## src/rtl/hilo_seq.sv

```systemverilog
// HI/LO owner for the MIPS core: iterative radix-2 multiply/divide (one bit per clock)
// plus MTHI/MTLO writes, with a busy/ready handshake and flush-based cancellation.
module hilo_seq #(
    parameter int WIDTH = 32
) (
    input  logic             clk,
    input  logic             rst_n,
    input  logic             start_i,
    input  logic [5:0]       funct_i,
    input  logic [WIDTH-1:0] a_i,
    input  logic [WIDTH-1:0] b_i,
    input  logic             flush_i,
    output logic             ready_o,
    output logic             busy_o,
    output logic             done_o,
    output logic [WIDTH-1:0] hi_o,
    output logic [WIDTH-1:0] lo_o
);

    localparam logic [5:0] FUNCT_MULT  = 6'h18;
    localparam logic [5:0] FUNCT_MULTU = 6'h19;
    localparam logic [5:0] FUNCT_DIV   = 6'h1A;
    localparam logic [5:0] FUNCT_DIVU  = 6'h1B;
    localparam logic [5:0] FUNCT_MTHI  = 6'h11;
    localparam logic [5:0] FUNCT_MTLO  = 6'h13;
    localparam int CNT_W = $clog2(WIDTH);

    typedef enum logic [1:0] {IDLE, CALC, FIX} state_t;

    state_t               state_q;
    logic [WIDTH-1:0]     opA_q, opB_q;
    logic [2*WIDTH-1:0]   acc_q;
    logic [CNT_W-1:0]     cnt_q;
    logic                 isDiv_q, negRes_q, negRem_q;
    logic [WIDTH-1:0]     hi_q, lo_q;
    logic                 busy_q, done_q;

    logic                 isSigned;
    logic [WIDTH-1:0]     absA, absB;
    logic [WIDTH:0]       mulSum;
    logic [2*WIDTH-1:0]   mulNext;
    logic [WIDTH:0]       remShift;
    logic                 remGe;
    logic [WIDTH-1:0]     remSub;
    logic [2*WIDTH-1:0]   divNext;
    logic [2*WIDTH-1:0]   prodFix;
    logic [WIDTH-1:0]     quoFix, remFix;

    // Divide keeps {remainder, quotient} in acc; multiply keeps the partial product and
    // shifts right. The remainder-minus-divisor result always fits WIDTH bits when taken.
    always_comb begin
        isSigned = (funct_i == FUNCT_MULT) || (funct_i == FUNCT_DIV);
        absA     = (isSigned && a_i[WIDTH-1]) ? ('0 - a_i) : a_i;
        absB     = (isSigned && b_i[WIDTH-1]) ? ('0 - b_i) : b_i;

        mulSum   = {1'b0, acc_q[2*WIDTH-1:WIDTH]} + (opB_q[0] ? {1'b0, opA_q} : '0);
        mulNext  = {mulSum, acc_q[WIDTH-1:1]};

        remShift = {acc_q[2*WIDTH-1:WIDTH], opA_q[WIDTH-1]};
        remGe    = remShift >= {1'b0, opB_q};
        remSub   = remShift[WIDTH-1:0] - opB_q;
        divNext  = {(remGe ? remSub : remShift[WIDTH-1:0]), acc_q[WIDTH-2:0], remGe};

        prodFix  = negRes_q ? ('0 - acc_q) : acc_q;
        quoFix   = negRes_q ? ('0 - acc_q[WIDTH-1:0]) : acc_q[WIDTH-1:0];
        remFix   = negRem_q ? ('0 - acc_q[2*WIDTH-1:WIDTH]) : acc_q[2*WIDTH-1:WIDTH];
    end

    always_ff @(posedge clk or negedge rst_n) begin
        if (!rst_n) begin
            state_q  <= IDLE;
            opA_q    <= '0;
            opB_q    <= '0;
            acc_q    <= '0;
            cnt_q    <= '0;
            isDiv_q  <= 1'b0;
            negRes_q <= 1'b0;
            negRem_q <= 1'b0;
            hi_q     <= '0;
            lo_q     <= '0;
            busy_q   <= 1'b0;
            done_q   <= 1'b0;
        end else begin
            done_q <= 1'b0;
            case (state_q)
                IDLE: begin
                    // Flush wins over a same-cycle request, including MTHI/MTLO.
                    if (start_i && !flush_i) begin
                        case (funct_i)
                            FUNCT_MULT, FUNCT_MULTU, FUNCT_DIV, FUNCT_DIVU: begin
                                opA_q    <= absA;
                                opB_q    <= absB;
                                acc_q    <= '0;
                                cnt_q    <= '0;
                                isDiv_q  <= funct_i[1];
                                negRes_q <= isSigned && (a_i[WIDTH-1] ^ b_i[WIDTH-1]);
                                negRem_q <= isSigned && a_i[WIDTH-1];
                                busy_q   <= 1'b1;
                                state_q  <= CALC;
                            end
                            FUNCT_MTHI: hi_q <= a_i;
                            FUNCT_MTLO: lo_q <= a_i;
                            default: ;
                        endcase
                    end
                end
                CALC: begin
                    if (flush_i) begin
                        busy_q  <= 1'b0;
                        state_q <= IDLE;
                    end else begin
                        if (isDiv_q) begin
                            acc_q <= divNext;
                            opA_q <= {opA_q[WIDTH-2:0], 1'b0};
                        end else begin
                            acc_q <= mulNext;
                            opB_q <= {1'b0, opB_q[WIDTH-1:1]};
                        end
                        cnt_q <= cnt_q + 1'b1;
                        if (cnt_q == CNT_W'(WIDTH - 1)) begin
                            state_q <= FIX;
                        end
                    end
                end
                FIX: begin
                    if (!flush_i) begin
                        if (isDiv_q) begin
                            hi_q <= remFix;
                            lo_q <= quoFix;
                        end else begin
                            {hi_q, lo_q} <= prodFix;
                        end
                        done_q <= 1'b1;
                    end
                    busy_q  <= 1'b0;
                    state_q <= IDLE;
                end
                default: begin
                    busy_q  <= 1'b0;
                    state_q <= IDLE;
                end
            endcase
        end
    end

    assign busy_o  = busy_q;
    assign ready_o = !busy_q;
    assign done_o  = done_q;
    assign hi_o    = hi_q;
    assign lo_o    = lo_q;

endmodule
```

## config.mk

```make
export PLATFORM = sky130hd
export DESIGN_NAME = hilo_seq
export DESIGN_NICKNAME = d
export VERILOG_FILES = /design/src/rtl/hilo_seq.sv
export SDC_FILE = /design/constraint.sdc
export NUM_CORES = 1
export LEC_CHECK = 0
export ABC_AREA = 1
export CAP_MARGIN = 20
export CELL_PAD_IN_SITES_DETAIL_PLACEMENT = 2
export CELL_PAD_IN_SITES_GLOBAL_PLACEMENT = 2
export CORE_ASPECT_RATIO = 0.5
export CORE_UTILIZATION = 33
export CTS_BUF_LIST = sky130_fd_sc_hd__clkbuf_4 sky130_fd_sc_hd__clkbuf_8
export DETAILED_ROUTE_END_ITERATION = 10
export GPL_TIMING_DRIVEN = 0
export HOLD_SLACK_MARGIN = 0.12
export PLACE_DENSITY = 0.94
export SLEW_MARGIN = 10
export SYNTH_ARGS = -nofsm -noshare
export SYNTH_HDL_FRONTEND = slang
export SYNTH_SLANG_ARGS = --single-unit
```

## constraint.sdc

```tcl
create_clock -name clk -period 2.87 [get_ports clk]
set_input_delay 0.574 -clock clk [delete_from_list [all_inputs] [get_ports clk]]
set_output_delay 0.574 -clock clk [all_outputs]
set_load 0.005 [all_outputs]
```

### Yosys cells after proc, flatten, opt, wreduce, memory -nomap -nowiden

Index checks and enable logic that the tools add are counted.

| storage, ports and cells | value |
|---|---|
| flip-flop bits (word level) | 204 |
| latch bits | 0 |
| RAM bits | 0 |
| bits in read-only memories | 0 |
| input port bits | 74 |
| output and inout port bits | 67 |
| word-level logic and storage cells | 107 |
| memories kept | 0 |

| operators by class | value |
|---|---|
| add/subtract/negate cells | 8 |
| multipliers | 0 |
| div/mod/pow operators | 0 |
| magnitude comparators | 1 |
| eq/ne operators | 19 |
| shift operators | 0 |
| mux-type cells | 47 |
| bitwise operators | 1 |
| reductions and logical operators | 19 |

Operators by type and width:

| kind | number |
|---|---|
| 32-bit 2-to-1 mux | 22 |
| 64-bit 2-to-1 mux | 5 |
| 32-bit case mux with 2 select lines | 4 |
| 64-bit case mux with 2 select lines | 1 |
| 1-bit by 32-bit subtractor with 32-bit output (first input constant) | 4 |
| 1-bit by 64-bit subtractor with 64-bit output (first input constant) | 1 |
| 6-bit by 5-bit equality test with 1-bit output (second input constant) | 6 |
| 32-bit by 32-bit adder with 33-bit output | 1 |
| 33-bit by 32-bit greater-or-equal comparator with 1-bit output | 1 |
| 32-bit subtractor | 1 |
| 5-bit 2-to-1 mux | 3 |
| 2-bit != test (second input constant) | 6 |
| 4-bit AND reduction | 3 |
| 5-bit case mux with 2 select lines | 1 |
| 5-bit AND reduction | 2 |
| 3-bit AND reduction | 3 |
| 2-bit 2-to-1 mux | 4 |
| 2-bit by 1-bit != test with 1-bit output (second input constant) | 3 |
| 5-bit by 1-bit adder with 5-bit output (second input constant) | 1 |
| 5-bit equality test (second input constant) | 1 |
| 1-bit 2-to-1 mux | 5 |
| 1-bit logical AND | 4 |
| 2-bit case mux with 2 select lines | 1 |
| 2-bit nonzero test | 2 |
| 9 further kinds | 10 |

### Longest topological paths before layout

Gate-level depths: netlist of run 1.

| depth | value |
|---|---|
| depth in word-level cells | 7 |
| mapped depth | 18 |
| gate-level depth less buffers | 18 |

### Worst setup path after synthesis of run 1

Ideal clock, no wire load.

| timing | value |
|---|---|
| kind | register to register |
| start point | reg opB_q[0] |
| end point | reg acc_q[55] |
| setup time | 0.117 ns |
| data arrival time | 2.496 ns |
| data required time | 2.753 ns |
| path slack | 0.257 ns |
| stages on the path, launching flop included | 17 |
| path buffers | 1 |
| clock period less this slack | 2.613 ns |
| cell sequence | dfrtp_1 clkbuf_1 nand2_1 inv_1 ha_1 inv_1 fa_1 o21ai_0 nand2_1 nand2_1 nand3_1 nand2_1 nand2_1 nand3_1 nand3_1 nand3_1 nand2_1 |

| between the ends | value |
|---|---|
| cells in the longest elaborated chain, start to end | 5 |
| elaborated cells between the ends (all ways) | 8 |
| classes of those cells | add/sub: 2; order compare: 1; mux: 5 |

Ends and longest elaborated chain:

| what | line | RTL |
|---|---|---|
| start: declaration | 31 | `logic [WIDTH-1:0] opA_q, opB_q;` |
| start signal: assignment | 92 | `opB_q <= absB;` |
| start signal: assignment | 117 | `opB_q <= {1'b0, opB_q[WIDTH-1:1]};` |
| 32-bit 2-to-1 mux, or another cell as far along | 56 | `mulSum = {1'b0, acc_q[2*WIDTH-1:WIDTH]} + (opB_q[0] ? {1'b0, opA_q} : '0);` |
| 32-bit by 32-bit adder with 33-bit output or 32-bit 2-to-1 mux (tied branches) | 56, 62 |  |
| 64-bit 2-to-1 mux (*) | 112 | `if (isDiv_q) begin` |
| 64-bit 2-to-1 mux (*) | 108 | `if (flush_i) begin` |
| 64-bit case mux with 2 select lines (*) | 85 | `case (state_q)` |
| end signal: assignment | 113 | `acc_q <= divNext;` |
| end signal: assignment | 116 | `acc_q <= mulNext;` |
| end: declaration | 32 | `logic [2*WIDTH-1:0] acc_q;` |

Every way passes the cells marked *; elsewhere a longest branch is shown, timed or not. The select of a mux whose other input is x is not followed.
A chain may end at the register's enable or synchronous reset.

### Worst setup path after layout of run 1

| timing | value |
|---|---|
| start point | reg opB_q[0] |
| end point | reg acc_q[56] |

Same word-level chain as after synthesis.

==> run_results.csv, run 1 <==
group,metric,value,unit
placement,dp_hpwl,90630,um
sta,hold_violations,0,
detailed_routing,vias_per_cell,6.179,
critical_path,endpoint_kind,"register",
run_status,outcome,"finished, violations left",
sta,min_period,3.160,ns
cts,clkSlewWorstSetupHoldPaths,0.07,ns
logic_synthesis,synth-seq-cells,204,
logic_synthesis,synth_flop_cell,"dfrtp_1",
cts,cts_tree,"built",
cts,htree_levels,2,
logic_synthesis,synth_nets,3306,
sta,setup_slack,-0.2902,ns
logic_synthesis,syn_avg_cell_area,5.967,um2
placement,post-place-ws,-0.9846,ns
critical_path,critPathMaxFanout,8,
global_route,grt_max_degree,104,
floorplanning,die_x,340.0,um
pwr,powerDensity,1246,nW/um2
min_path,hp-start,"cnt_q[2]",
global_route,antenna_found_initial,7,
floorplanning,placement_rows,61,
sta,grt_setup_unrepaired,"true",
sta,period_share,110.1,%
sta,worstMarginPinSlew,1.339,ns
floorplanning,die_area,58140,um2
detailed_routing,drt_wl_total,129400,um
sta,finClkSkew,0.04635,ns
logic_synthesis,yosysTopAreaCellShare,27.08,%
global_route,grt_pass1_wl,173100,um
cts,clockBufferDepth,3,
sta,setup_violations,32,
pwr,p_leak,11.45,nW
critical_path,cp.required,3.40,ns
detailed_routing,num_vias,25706,
logic_synthesis,synthArstFlopShare,100.0,%
cts,cts_root_buffer,"clkbuf_8",
logic_synthesis,yosysSeqAreaShare,27.08,%
logic_synthesis,yosysMostFrequentCell,"nand2_1",
sta,holdWs,0.4826,ns
pwr,fin_total_pwr,28.97,mW
logic_synthesis,synthCells,3159,
detailed_routing,wire_per_inst,31.10,um
flow_run,drv_cap,0,
critical_path,crit_arrival,3.69,ns
critical_path,r2r_slack,-0.29,ns
run_status,violations,"negative setup slack",
cts,cts_buffers,37,
logic_synthesis,synth_area_leaders,"dfrtp_1 27%, nand2_1 19%, inv_1 8.3%, nor2_1 7.9%, nand3_1 7.4%",
global_route,grt_pass1_vias,26432,
floorplanning,ioPinCount,141,
logic_synthesis,synth_edf_count,0,
placement,io_buffers,140,
min_path,min_to,"cnt_q[2]",
detailed_routing,first_iter_violations,2722,
cts,clock_latency,0.67,ns
sta,slew_viol_final,0,
final_layout,area_delta_synth_final,23.32,%
cts,clock_sinks,204,
logic_synthesis,yosys.area.top_type,"dfrtp_1",
final_layout,drive_gt1_share,11.23,%
final_layout,fin_util,41.55,%
pwr,irDropWorstVdd,519.6,uV
global_route,grt_use_total,40.04,%
critical_path,start_kind,"register",
min_path,hold_path_class,"register to register",
detailed_routing,firstDrtPassIters,6,
floorplanning,die_h,171.0,um
placement,gp_congestion,1.002,
floorplanning,core-area,55940,um2
placement,place_area,21230,um2
min_path,min_path_cells,1,
final_layout,stdcell_area,23240,um2
critical_path,rr_startpoint,"opB_q[0]",
detailed_routing,ant_nets,0,
logic_synthesis,synthTopCellsByCount,"948 x nand2_1, 415 x inv_1, 398 x nor2_1",
logic_synthesis,synth_cell_types,52,
logic_synthesis,synth_warnings,0,
global_route,grt_overflow,0,
floorplanning,floorplan.initialDensity,33.69,%
sta,max_slew_margin,10.71,%
critical_path,critical_path_class,"register to register",
final_layout,fin_nets,3519,
logic_synthesis,syn_area,18850,um2
critical_path,rr_worst_depth,16,
sta,fmax,0.3164,GHz
detailed_routing,drc,0,
critical_path,r2r_end,"acc_q[56]",
==> layer usage <==
metal	GRT usage (%)	vias up	share of wire [%]
met3	9.367	590	9.9
met2	65.81	1518	45
met4	22.21	6	7.4
met1	48.57	12997	38
met5	0	-	0.081
li1	-	10595	-
==> what timing repair did <==
action / CTS / global route
hold buffers: 1 / 0
pin swaps: 0 / 28
hold endpoints to repair: 101 / 0
gates resized for setup: 81 / 172
endpoints found under the setup margin: 36 / 38
setup buffers: 3 / 26
gates cloned: 0 / 3
==> worst max path at each step <==
stage / start / endpoint / slack, ns / depth (start not counted)
4_1_cts: acc_q[36] / acc_q[62] / 0.003 / 14
3_5_place_dp: opB_q[0] / acc_q[63] / -0.98 / 17
2_1_floorplan: opB_q[0] / acc_q[55] / 0.26 / 16
6_report: opB_q[0] / acc_q[56] / -0.29 / 16
5_1_grt: opB_q[0] / acc_q[56] / -0.32 / 15
3_3_place_gp: rst_n / opB_q[30] / -8.03 / 1
==> logic make-up (layout without fill, tap and decap cells) <==
family / after synthesis / in the layout / synth area share, %
other cells: 0 / 3 / 0
xor+xnor: 61 / 61 / 2.834
mux: 1 / 1 / 0.05311
compound gates: 543 / 543 / 15.80
fa+ha+maj: 73 / 73 / 4.925
flops: 204 / 204 / 27.08
buf+inv: 532 / 774 / 11.01
simple gates: 1745 / 1745 / 38.29
==> flip-flops by register name, indices dropped and copies added, names as in the netlist, 2 cells and up <==
register  cells
cnt_q         5
lo_o         32
acc_q        64
opA_q        32
state_q       2
opB_q        32
hi_o         32
==> cell usage in the layout (no fill, tap or decap), types with 16 or more instances in the layout <==
cell type,Yosys,layout
nand4_1,36,36
a21oi_2,1,21
dfrtp_1,204,171
nor2_1,398,377
nor2_2,11,26
nand3_1,280,266
ha_2,0,28
nand2_2,7,32
o21ai_0,169,157
clkdlybuf4s50_1,0,139
a31oi_1,25,25
o211ai_1,18,18
o22ai_1,34,34
nor3_1,24,19
inv_1,415,402
clkbuf_8,0,49
nand2_1,948,920
dfrtp_2,0,25
clkbuf_1,57,54
a21oi_1,180,158
buf_4,6,34
o21ai_1,73,82
ha_4,0,16
buf_2,26,24
ha_1,71,27
inv_2,14,26
xor2_1,53,53
==> per-stage QoR <==
stage               setup TNS (ns)  std cells
floorplan                        0       3159
detailed placement          -27.40       4056
global placement          -1642.07       4055
finish                      -4.661       4160
CTS                              0       4128
global route                -4.721       4158
==> critical path: stages, from the launching register on <==
cell and delay, ns:
dfrtp_2 0.63, buf_8 0.18, nand2_1 0.11, inv_2 0.19, ha_2 0.38, a21oi_1 0.26
o21ai_0 0.17, inv_1 0.12, nand2_1 0.09, a21oi_1 0.16, nand2_1 0.08, nand2_1 0.06
nand3_1 0.23, nand2_1 0.16, inv_1 0.07, nand2_1 0.06, nand2_1 0.06
==> where the power goes <==
part	internal [mW]	switching [mW]
Sequential	4.05	1.76
Clock	2.03	1.76
Combinational	5.76	13.6
==> final cells by class <==
class / count / area (um2)
Antenna cell: 3 / 7.507
Buffer: 103 / 499.2
Clock buffer: 59 / 749.5
Clock inverter: 9 / 156.4
Fill cell: 6883 / 32700
Inverter: 429 / 1613
Multi-Input combinational cell: 2423 / 12380
Sequential cell: 204 / 5166
Tap cell: 756 / 945.9
Timing Repair Buffer: 174 / 1727
Power figures use the tool's default switching activity.
==> run 2, diff against run 1 <==
==> constraint.sdc (replaced) <==
create_clock -name clk -period 2.87 [get_ports clk]
set_input_delay 0.861 -clock clk [delete_from_list [all_inputs] [get_ports clk]]
set_output_delay 0.861 -clock clk [all_outputs]
set_load 0.005 [all_outputs]
==> run_results.csv, run 2 (synthesis results as in run 1) <==
group,metric,value,unit
run_status,outcome,"finished, violations left",
run_status,violations,"negative setup slack",
final_layout,max_flop_register,"acc_q",
cts,clkSlewWorstSetupHoldPaths,0.08,ns
placement,gp_congestion,1.002,
cts,clock_latency,0.67,ns
final_layout,fin_nets,3509,
sta,finClkSkew,0.03991,ns
sta,setup_slack,-0.3627,ns
floorplanning,placement_rows,61,
sta,slew_viol_final,0,
final_layout,drive_gt1_share,10.20,%
critical_path,cp.required,3.46,ns
sta,hold_violations,0,
global_route,grt_use_total,40.04,%
critical_path,crit_buf_inv,3,
detailed_routing,vias_per_cell,6.207,
global_route,grt_pass1_wl,173100,um
cts,cts_tree,"built",
critical_path,start_kind,"register",
pwr,p_leak,11.39,nW
final_layout,fin_util,41.13,%
detailed_routing,first_iter_violations,2457,
floorplanning,core-area,55940,um2
critical_path,cpLargestDelayFamily,"simple AND/OR/NAND/NOR gates",
cts,cts_buffers,37,
floorplanning,floorplan.initialDensity,33.69,%
sta,period_share,112.6,%
sta,fin_setup_tns,-3.671,ns
placement,io_buffers,140,
floorplanning,die_area,58140,um2
critical_path,cp_slowest_cell,"dfrtp_2",
sta,min_period,3.233,ns
sta,setup_violations,27,
critical_path,cp_cell_sequence,"buf_8, nand2_1, inv_1, ha_2, nand2_1, nor2_2, inv_1, nor4_2, a21oi_1, nand2_2, nand2_1, nand2_1, nand2_1, nand2_1",
pwr,irDropWorstVdd,521.6,uV
detailed_routing,ant_nets,0,
cts,cts_root_buffer,"clkbuf_8",
sta,fmax,0.3093,GHz
sta,holdWs,0.2730,ns
detailed_routing,wire_per_inst,31.08,um
pwr,powerDensity,1251,nW/um2
sta,worstMarginPinSlew,1.195,ns
critical_path,endpoint_kind,"register",
detailed_routing,num_vias,25753,
cts,clock_sinks,204,
placement,post-place-ws,-0.9846,ns
final_layout,final_common_cell,"nand2_1",
global_route,antenna_found_initial,7,
final_layout,regArea,5166,um2
detailed_routing,drt_wl_total,129000,um
global_route,grt_pass1_vias,26426,
min_path,hold_path_class,"primary input to async pin",
floorplanning,ioPinCount,141,
final_layout,fill_cells,6877,
critical_path,crit_path_max_incr_delay,0.52,ns
cts,clockBufferDepth,3,
floorplanning,die_h,171.0,um
final_layout,largest_register_ff_count,64,
critical_path,critical_path_class,"register to register",
critical_path,critPathMaxFanout,10,
global_route,grt_max_degree,104,
final_layout,layout_common_cells,"927 x nand2_1, 406 x inv_1, 377 x nor2_1, 271 x nand3_1, 171 x dfrtp_1",
detailed_routing,drc,0,
sta,max_slew_margin,20.37,%
global_route,grt_overflow,0,
critical_path,crit_arrival,3.82,ns
floorplanning,die_x,340.0,um
placement,dp_hpwl,90630,um
cts,htree_levels,2,
flow_run,drv_cap,0,
detailed_routing,firstDrtPassIters,7,
critical_path,crit_top_cell,"nand2_1",
final_layout,area_delta_synth_final,22.06,%
final_layout,multi_input_area,12270,um2
sta,grt_setup_unrepaired,"true",
==> run 2: report_power, final <==
part	internal, mW	switching, mW
registers	4.05	1.73
logic	5.58	13.6
clock network	2.03	1.77
==> run 2: cell type report <==
type	count	area share [%]
Clock buffer	59	3.257
Sequential cell	204	22.45
Antenna cell	2	0.02175
Multi-Input combinational cell	2423	53.31
Inverter	429	7.010
Tap cell	756	4.111
Clock inverter	9	0.6798
Timing Repair Buffer	164	6.993
Buffer	103	2.159
==> run 2: repair_timing <==
item	4_1_cts	5_1_grt
pin swaps	0	17
hold buffers	0	0
setup buffers	3	20
resized for setup	81	140
endpoints found under the setup margin	36	66
==> run 2: metrics by stage <==
stage	instances	cell area [um2]	total power, mW
4_1_cts	4127	22400	25.72
6_report	4149	23010	28.79
5_1_grt	4148	23010	29.36
2_1_floorplan	3159	18850	14.03
3_5_place_dp	4056	21230	21.31
3_3_place_gp	4055	21200	20.15
==> run 2: path summary, 6_finish.rpt <==
check	cells past startpoint	slack, ns	start	to
min in group clk	1	0.48	cnt_q[2]	cnt_q[2]
worst min register to register	1	0.48	cnt_q[2]	cnt_q[2]
max in group asynchronous	2	1.29	rst_n	acc_q[50]
worst max register to register	14	-0.36	opB_q[0]	acc_q[63]
worst max-delay path	14	-0.36	opB_q[0]	acc_q[63]
worst min-delay path	1	0.27	rst_n	lo_o[27]
==> run 2: worst register-to-register path, stage by stage, from the launching register on <==
cell and delay (ns):
dfrtp_2 0.52, buf_8 0.19, nand2_1 0.07, inv_1 0.19, ha_2 0.50, nand2_1 0.22, nor2_2 0.23, inv_1 0.16
nor4_2 0.38, a21oi_1 0.18, nand2_2 0.20, nand2_1 0.10, nand2_1 0.10, nand2_1 0.05, nand2_1 0.08
==> run 2: layer usage <==
layer  track usage [%]  up-vias  share of wire [%]
met5                 0        -              0.058
met4             22.21        8                7.1
met3             9.367      630                 10
met2             65.81     1571                 45
met1             48.57    12964                 38
li1                  -    10580                  -
